==> config.mk <==
export PLATFORM = sky130hd
export DESIGN_NAME = ram_burst_reader_flat
export DESIGN_NICKNAME = d
export VERILOG_FILES = /design/src/rtl/ram_rd_pkg.sv /design/src/rtl/ram_burst_reader_if.sv /design/src/rtl/ram_rd_fifo.sv /design/src/rtl/ram_burst_reader.sv /design/src/flat_wrapper.sv
export SDC_FILE = /design/constraint.sdc
export NUM_CORES = 1
export LEC_CHECK = 0
export CORE_UTILIZATION = 59
export DETAILED_ROUTE_END_ITERATION = 10
export PLACE_DENSITY = 0.9
export RECOVER_POWER = 50
export SLEW_MARGIN = 15
export SYNTH_ARGS = -nofsm -noshare
export SYNTH_HDL_FRONTEND = slang
export SYNTH_SLANG_ARGS = --single-unit
==> constraint.sdc <==
create_clock -name clock -period 8.65 [get_ports clock]
set_input_delay 2.1625 -clock clock [delete_from_list [all_inputs] [get_ports clock]]
set_output_delay 2.1625 -clock clock [all_outputs]
set_load 0.02 [all_outputs]
==> src/rtl/ram_rd_pkg.sv <==
// Shared types and default widths for the RAM burst reader.
package ram_rd_pkg;

    localparam int unsigned DEF_ADDR_W = 16;
    localparam int unsigned DEF_DATA_W = 32;

    typedef enum logic [1:0] {
        IDLE,
        ISSUE,
        DRAIN,
        FINISH
    } state_t;

endpackage

==> src/rtl/ram_burst_reader_if.sv <==
// Control, RAM-side and output-stream signals of the RAM burst reader.
interface ram_burst_reader_if #(
    parameter int unsigned ADDR_W = 16,
    parameter int unsigned DATA_W = 32
) ();

    logic              start;
    logic [ADDR_W-1:0] base_addr;
    logic [ADDR_W:0]   length;
    logic              busy;
    logic              done;
    logic [ADDR_W-1:0] ram_address;
    logic              ram_wren;
    logic [DATA_W-1:0] ram_q;
    logic [DATA_W-1:0] out_data;
    logic              out_valid;
    logic              out_ready;

    modport master (
        input  start, base_addr, length, ram_q, out_ready,
        output busy, done, ram_address, ram_wren, out_data, out_valid
    );

    modport slave (
        output start, base_addr, length, ram_q, out_ready,
        input  busy, done, ram_address, ram_wren, out_data, out_valid
    );

endinterface

==> src/rtl/ram_rd_fifo.sv <==
// First-word fall-through FIFO; push and pop may coincide at any fill level.
module ram_rd_fifo #(
    parameter int unsigned DATA_W = 32,
    parameter int unsigned DEPTH  = 4,
    localparam int unsigned PtrW  = $clog2(DEPTH),
    localparam int unsigned CntW  = PtrW + 1
) (
    input  logic              clock,
    input  logic              reset_n,
    input  logic              push,
    input  logic [DATA_W-1:0] push_data,
    input  logic              pop,
    output logic [DATA_W-1:0] out_data,
    output logic [CntW-1:0]   count
);

    logic [PtrW-1:0]   wr_ptr_q, wr_ptr_d;
    logic [PtrW-1:0]   rd_ptr_q, rd_ptr_d;
    logic [CntW-1:0]   count_q, count_d;
    logic [DATA_W-1:0] mem_q [DEPTH];
    logic              pop_eff;

    assign pop_eff  = pop && (count_q != '0);
    assign count    = count_q;
    // Head is forced to zero when empty so nothing stale is ever visible.
    assign out_data = (count_q == '0) ? '0 : mem_q[rd_ptr_q];

    // Pointer and occupancy next-state.
    always_comb begin
        wr_ptr_d = wr_ptr_q;
        rd_ptr_d = rd_ptr_q;
        count_d  = count_q;
        if (push) begin
            wr_ptr_d = wr_ptr_q + 1'b1;
        end
        if (pop_eff) begin
            rd_ptr_d = rd_ptr_q + 1'b1;
        end
        unique case ({push, pop_eff})
            2'b10:   count_d = count_q + 1'b1;
            2'b01:   count_d = count_q - 1'b1;
            default: count_d = count_q;
        endcase
    end

    // Pointer and occupancy registers.
    always_ff @(posedge clock or negedge reset_n) begin
        if (!reset_n) begin
            wr_ptr_q <= '0;
            rd_ptr_q <= '0;
            count_q  <= '0;
        end else begin
            wr_ptr_q <= wr_ptr_d;
            rd_ptr_q <= rd_ptr_d;
            count_q  <= count_d;
        end
    end

    // Storage array; contents need no reset since reads are gated by count.
    always_ff @(posedge clock) begin
        if (push) begin
            mem_q[wr_ptr_q] <= push_data;
        end
    end

endmodule

==> src/rtl/ram_burst_reader.sv <==
// Burst read master for ram1: issues consecutive reads under FIFO credit,
// tracks read latency with a valid shift line and streams words out in order.
module ram_burst_reader
    import ram_rd_pkg::*;
#(
    parameter int unsigned ADDR_W     = DEF_ADDR_W,
    parameter int unsigned DATA_W     = DEF_DATA_W,
    parameter int unsigned RD_LAT     = 2,
    parameter int unsigned FIFO_DEPTH = 4
) (
    input logic                 clock,
    input logic                 reset_n,
    ram_burst_reader_if.master  bus
);

    localparam int unsigned CntW = $clog2(FIFO_DEPTH) + 1;
    localparam int unsigned SumW = $clog2(FIFO_DEPTH + RD_LAT) + 2;

    state_t            state_q, state_d;
    logic [ADDR_W-1:0] next_addr_q, next_addr_d;
    logic [ADDR_W-1:0] hold_addr_q, hold_addr_d;
    logic [ADDR_W:0]   remaining_q, remaining_d;
    logic [RD_LAT-1:0] vld_q, vld_d;
    logic [RD_LAT:0]   vld_shift;

    logic              issue;
    logic              push;
    logic              pop;
    logic              out_valid;
    logic              credit_ok;
    logic [CntW-1:0]   fifo_count;
    logic [SumW-1:0]   outstanding;

    // Reads in flight plus words buffered may never exceed the FIFO size,
    // so every returning word has a slot whatever the consumer does.
    assign outstanding = SumW'($countones(vld_q)) + SumW'(fifo_count);
    assign credit_ok   = outstanding < SumW'(FIFO_DEPTH);

    assign push      = vld_q[RD_LAT-1];
    assign out_valid = (fifo_count != '0);
    assign pop       = out_valid && bus.out_ready;

    assign bus.out_valid   = out_valid;
    assign bus.ram_wren    = 1'b0;
    assign bus.ram_address = issue ? next_addr_q : hold_addr_q;
    assign bus.busy        = (state_q == ISSUE) || (state_q == DRAIN);
    assign bus.done        = (state_q == FINISH);

    // FSM next-state, issue decision and address/count bookkeeping.
    always_comb begin
        state_d     = state_q;
        next_addr_d = next_addr_q;
        remaining_d = remaining_q;
        issue       = 1'b0;
        unique case (state_q)
            IDLE: begin
                if (bus.start) begin
                    next_addr_d = bus.base_addr;
                    remaining_d = bus.length;
                    state_d     = (bus.length == '0) ? FINISH : ISSUE;
                end
            end
            ISSUE: begin
                if (credit_ok) begin
                    issue       = 1'b1;
                    next_addr_d = next_addr_q + 1'b1;
                    remaining_d = remaining_q - 1'b1;
                    if (remaining_q == (ADDR_W + 1)'(1)) begin
                        state_d = DRAIN;
                    end
                end
            end
            DRAIN: begin
                // Leave as the last word is handed over so done follows it directly.
                if ((vld_q == '0) &&
                    ((fifo_count == '0) || ((fifo_count == CntW'(1)) && pop))) begin
                    state_d = FINISH;
                end
            end
            FINISH: begin
                state_d = IDLE;
            end
            default: begin
                state_d = IDLE;
            end
        endcase
    end

    // Latency line and held address next-state.
    always_comb begin
        vld_shift   = {vld_q, issue};
        vld_d       = vld_shift[RD_LAT-1:0];
        hold_addr_d = issue ? next_addr_q : hold_addr_q;
    end

    // State, counters and latency line registers.
    always_ff @(posedge clock or negedge reset_n) begin
        if (!reset_n) begin
            state_q     <= IDLE;
            next_addr_q <= '0;
            hold_addr_q <= '0;
            remaining_q <= '0;
            vld_q       <= '0;
        end else begin
            state_q     <= state_d;
            next_addr_q <= next_addr_d;
            hold_addr_q <= hold_addr_d;
            remaining_q <= remaining_d;
            vld_q       <= vld_d;
        end
    end

    ram_rd_fifo #(
        .DATA_W (DATA_W),
        .DEPTH  (FIFO_DEPTH)
    ) u_fifo (
        .clock     (clock),
        .reset_n   (reset_n),
        .push      (push),
        .push_data (bus.ram_q),
        .pop       (pop),
        .out_data  (bus.out_data),
        .count     (fifo_count)
    );

endmodule

==> src/flat_wrapper.sv <==
// flat-port wrapper written by rule: the top's interface ports become plain ports
module ram_burst_reader_flat import ram_rd_pkg::*;
#(
    parameter int unsigned ADDR_W     = DEF_ADDR_W,
    parameter int unsigned DATA_W     = DEF_DATA_W,
    parameter int unsigned RD_LAT     = 2,
    parameter int unsigned FIFO_DEPTH = 4
)
  (clock, reset_n, bus_start, bus_base_addr, bus_length, bus_ram_q, bus_out_ready, bus_busy, bus_done, bus_ram_address, bus_ram_wren, bus_out_data, bus_out_valid);
  ram_burst_reader_if #(.ADDR_W(ADDR_W), .DATA_W(DATA_W)) bus_i ();
  input logic clock;
  input logic reset_n;
  input wire logic [$bits(bus_i.start)-1:0] bus_start;
  input wire logic [$bits(bus_i.base_addr)-1:0] bus_base_addr;
  input wire logic [$bits(bus_i.length)-1:0] bus_length;
  input wire logic [$bits(bus_i.ram_q)-1:0] bus_ram_q;
  input wire logic [$bits(bus_i.out_ready)-1:0] bus_out_ready;
  output wire logic [$bits(bus_i.busy)-1:0] bus_busy;
  output wire logic [$bits(bus_i.done)-1:0] bus_done;
  output wire logic [$bits(bus_i.ram_address)-1:0] bus_ram_address;
  output wire logic [$bits(bus_i.ram_wren)-1:0] bus_ram_wren;
  output wire logic [$bits(bus_i.out_data)-1:0] bus_out_data;
  output wire logic [$bits(bus_i.out_valid)-1:0] bus_out_valid;
  assign bus_i.start = bus_start;
  assign bus_i.base_addr = bus_base_addr;
  assign bus_i.length = bus_length;
  assign bus_i.ram_q = bus_ram_q;
  assign bus_i.out_ready = bus_out_ready;
  assign bus_busy = bus_i.busy;
  assign bus_done = bus_i.done;
  assign bus_ram_address = bus_i.ram_address;
  assign bus_ram_wren = bus_i.ram_wren;
  assign bus_out_data = bus_i.out_data;
  assign bus_out_valid = bus_i.out_valid;
  ram_burst_reader #(.ADDR_W(ADDR_W), .DATA_W(DATA_W), .RD_LAT(RD_LAT), .FIFO_DEPTH(FIFO_DEPTH)) u_core (.clock(clock), .reset_n(reset_n), .bus(bus_i));
endmodule
==> metrics.txt <==
total power=around 3.6 mW; worst skew pair latency=roughly 0.43 ns; Clock transition at path regs=roughly 0.070 ns; Detailed Place HPWL=~11,000 um; final setup TNS=0 ns; Top Family by Delay on Critical Path=adder cells; Crit Path Category=flip-flop to primary output; routed wire length=around 18,000 um; failing checks=capacitance limit, slew limit; H-tree level count=4; non-filler cells in the finished layout=877; max frequency=around 180 MHz; number of antenna violations at the first check in global routing=1; Routed Antenna Nets=0; internal power=between 2 and 2.5 mW; post-synth top area cell=edfxtp_1; starting utilization of the core area=0.605; CTS sink count=approximately 190; crit-path most repeated cell=ha_1; CTS tree=yes; Setup WS pre-CTS=between 3 and 4 ns; most common flop cell mapped by yosys=edfxtp_1; crit path cell chain=ha_1 -> ha_1 -> a311oi_4 -> nand2_1 -> mux2_2 -> clkdlybuf4s50_1; Std-Cell Rows=43; Synth cell types=64; Final period util=0.657; Post-CTS Setup Inserts=0; Worst Path Buf+Inv=1; routed via count=around 5,500; P_sw=1.28 mW; post-layout minimum cycle time=roughly 5.7 ns; GR Overflow Total=0; Comb pwr share=0.417; RSZ-0062 raised after global routing=no; dpl cells=about 840; LEAKAGE=roughly 3.7 nW; vias in the first global route=approximately 5,600; Final Hold Fails=0; setup ws final=between 2 and 3 ns; Sw Ratio=0.355; DR WL/cell=roughly 21 um; Hold Crit Class=flip-flop to flip-flop; Mapped Area=roughly 8400 um2; layout cells sized above 1=0.148; relative slew slack=-0.398; area of the die=14,700 um2; VDD IR-drop max=between 0.2 and 0.25 mV; top cells by count, synth=edfxtp_1, dfrtp_1, and2_1, mux4_2, nand2_1; fin. max-slew vios=~130; Power Dens Cells=350 nW/um2; Num CTS Buffers=17; Synth Register Bits=between 150 and 200; Clock Tree Buf Depth=2; hold buffer count at cts=0; Core Area=13,800 um2; CP max FO=17; CP Launch Type=flip-flop; 1st-pass router iterations=6; sequential-to-total area share from yosys stat=0.639; cell with the most instances after synthesis=edfxtp_1; Post-Layout Inst Area=10,300 um2; Worst Tran Pin Value=2.10 ns; Syn Nets=between 600 and 700; post-CTS sizing=0; Post-Synthesis Cells=~570; top post-synthesis cells by area=edfxtp_1, dfrtp_1, mux4_2; first-pass GRT wire length=roughly 28,000 um; Syn Area/Cell=14.8 um2; Layout Nets=between 700 and 800; number of synthesized flops with an enable pin=128; max-cap violation count=4; Total GRT Usage=0.260; critical path data required time=approximately 6.5 ns; largest net degree at the start of global routing=between 60 and 70; placed cell area=9700 um2; sequential share of power=0.366; Area Overhead vs Synth=23.0%; asr flop ratio synth=0.319; DRC errors left=0; Yosys warning count=0; DRT iter0 DRCs=400; routability cong.=between 0.8 and 0.9; status=finished with violations; proportion of netlist area held by the largest area contributor=0.460; post-route clock skew=between 0.008 and 0.009 ns; CP Capture Type=primary output; Clk pwr share=0.217; PortBufs=approximately 120; routed vias/inst=roughly 6.3; I/O Pins=around 120; Die H=~120 um; Worst EP arrival=3.52 ns; Critical Path Slowest Stage Cell=clkdlybuf4s50_1; CTS Root Cell=clkbuf_16; Die Wd=121 um; Final setup viols=0; worst stage delay on the critical path=0.56 ns
## worst reg2reg max path: stages (launching register included)
cell	delay, ns
dfrtp_1	0.41
inv_1	0.09
ha_1	0.17
buf_4	0.43
clkinv_1	0.63
o21ai_2	0.29
buf_4	0.33
nor3_1	0.09
a31o_2	0.26
a221o_1	0.25
## routing by layer
metal	part of all wire	wire length (um)	vias to the layer above	global-route usage
met2	0.52	9580	331	0.460
met1	0.37	6840	2719	0.312
met5	0	0	-	0
li1	-	-	2436	-
met3	0.078	1420	38	0.0465
met4	0.023	421	0	0.114
## cells in the final DEF (no fill, tap or decap), types with 3 or more instances in the layout
master and count:
nand4_1 5, a22oi_1 15, a21o_1 3, and2_1 37, nor3_1 10, nand2_1 30, dlygate4sd3_1 21, xor2_1 3
o31ai_1 4, nor4_1 8, inv_8 8, edfxtp_1 128, xnor2_1 3, or4_1 5, or3_1 3, o21ai_0 19
nor2_1 20, dfrtp_1 59, mux2_2 19, ha_1 19, clkbuf_1 4, a221o_1 6, o22ai_1 3, mux2i_1 5
clkinvlp_4 3, clkbuf_16 17, a32oi_1 3, clkdlybuf4s50_1 97, inv_1 16, mux4_2 32, o211ai_1 4, buf_4 6
nand3_1 15, a21oi_1 22
## worst paths after layout
kind,start,end,slack (ns),cells past startpoint
min in group asynchronous,reset_n,u_core.remaining_q[10],1.87,2
setup / recovery,u_core.vld_q[1],bus_ram_address[14],2.97,6
hold / removal,u_core.vld_q[0],u_core.vld_q[1],0.41,0
setup reg to reg,u_core.state_q[1],u_core.remaining_q[16],5.58,9
max in group asynchronous,reset_n,u_core.u_fifo.rd_ptr_q[0],6.21,2
hold reg to reg,u_core.vld_q[0],u_core.vld_q[1],0.41,0
## power by group through the flow
stage | Combinational [mW] | Clock, mW | Sequential, mW
finish | 1.50 | 0.781 | 1.32
floorplan | 0.982 | 0 | 1.28
detailed placement | 1.51 | 0 | 1.32
CTS | 1.52 | 0.793 | 1.31
global placement | 1.46 | 0 | 1.30
global route | 1.60 | 0.823 | 1.34
## metrics by stage
stage                     utilization  hold slack, ns
after floorplan                     -           0.378
after global placement          0.702           0.381
after detailed placement        0.702           0.398
after CTS                       0.745           0.414
after global routing            0.744           0.427
final                           0.744           0.412
## cells by family after synthesis
family / Yosys count / synth area share
AOI/OAI and AO/OA: 101 / 0.0866
and+or+nand+nor: 147 / 0.0962
DFF: 188 / 0.639
other: 1 / 0.000448
xor gates and xnor gates: 6 / 0.00629
muxes: 56 / 0.118
buffers and inverters: 47 / 0.0250
adders and majority gates: 19 / 0.0284
## final cells by class
class                   count  area (um2)
multi-input cells         330        2810
clock inverters            15         169
repair buffers            129        1250
diodes                      1        2.50
well taps                 180         225
flip-flops and latches    188        5350
inverters                  17        63.8
fillers                   790        3540
clock buffers              17         425
## state kept, by name, indices dropped and copies added, names as in the netlist
| register | cells |
|---|---|
| u_core.hold_addr_q | 16 |
| u_core.next_addr_q | 16 |
| u_core.remaining_q | 17 |
| u_core.state_q | 2 |
| u_core.u_fifo.count | 3 |
| u_core.u_fifo.mem_q | 128 |
| u_core.u_fifo.rd_ptr_q | 2 |
| u_core.u_fifo.wr_ptr_q | 2 |
| u_core.vld_q | 2 |
Note: power is estimated with default switching activity, not from simulation.
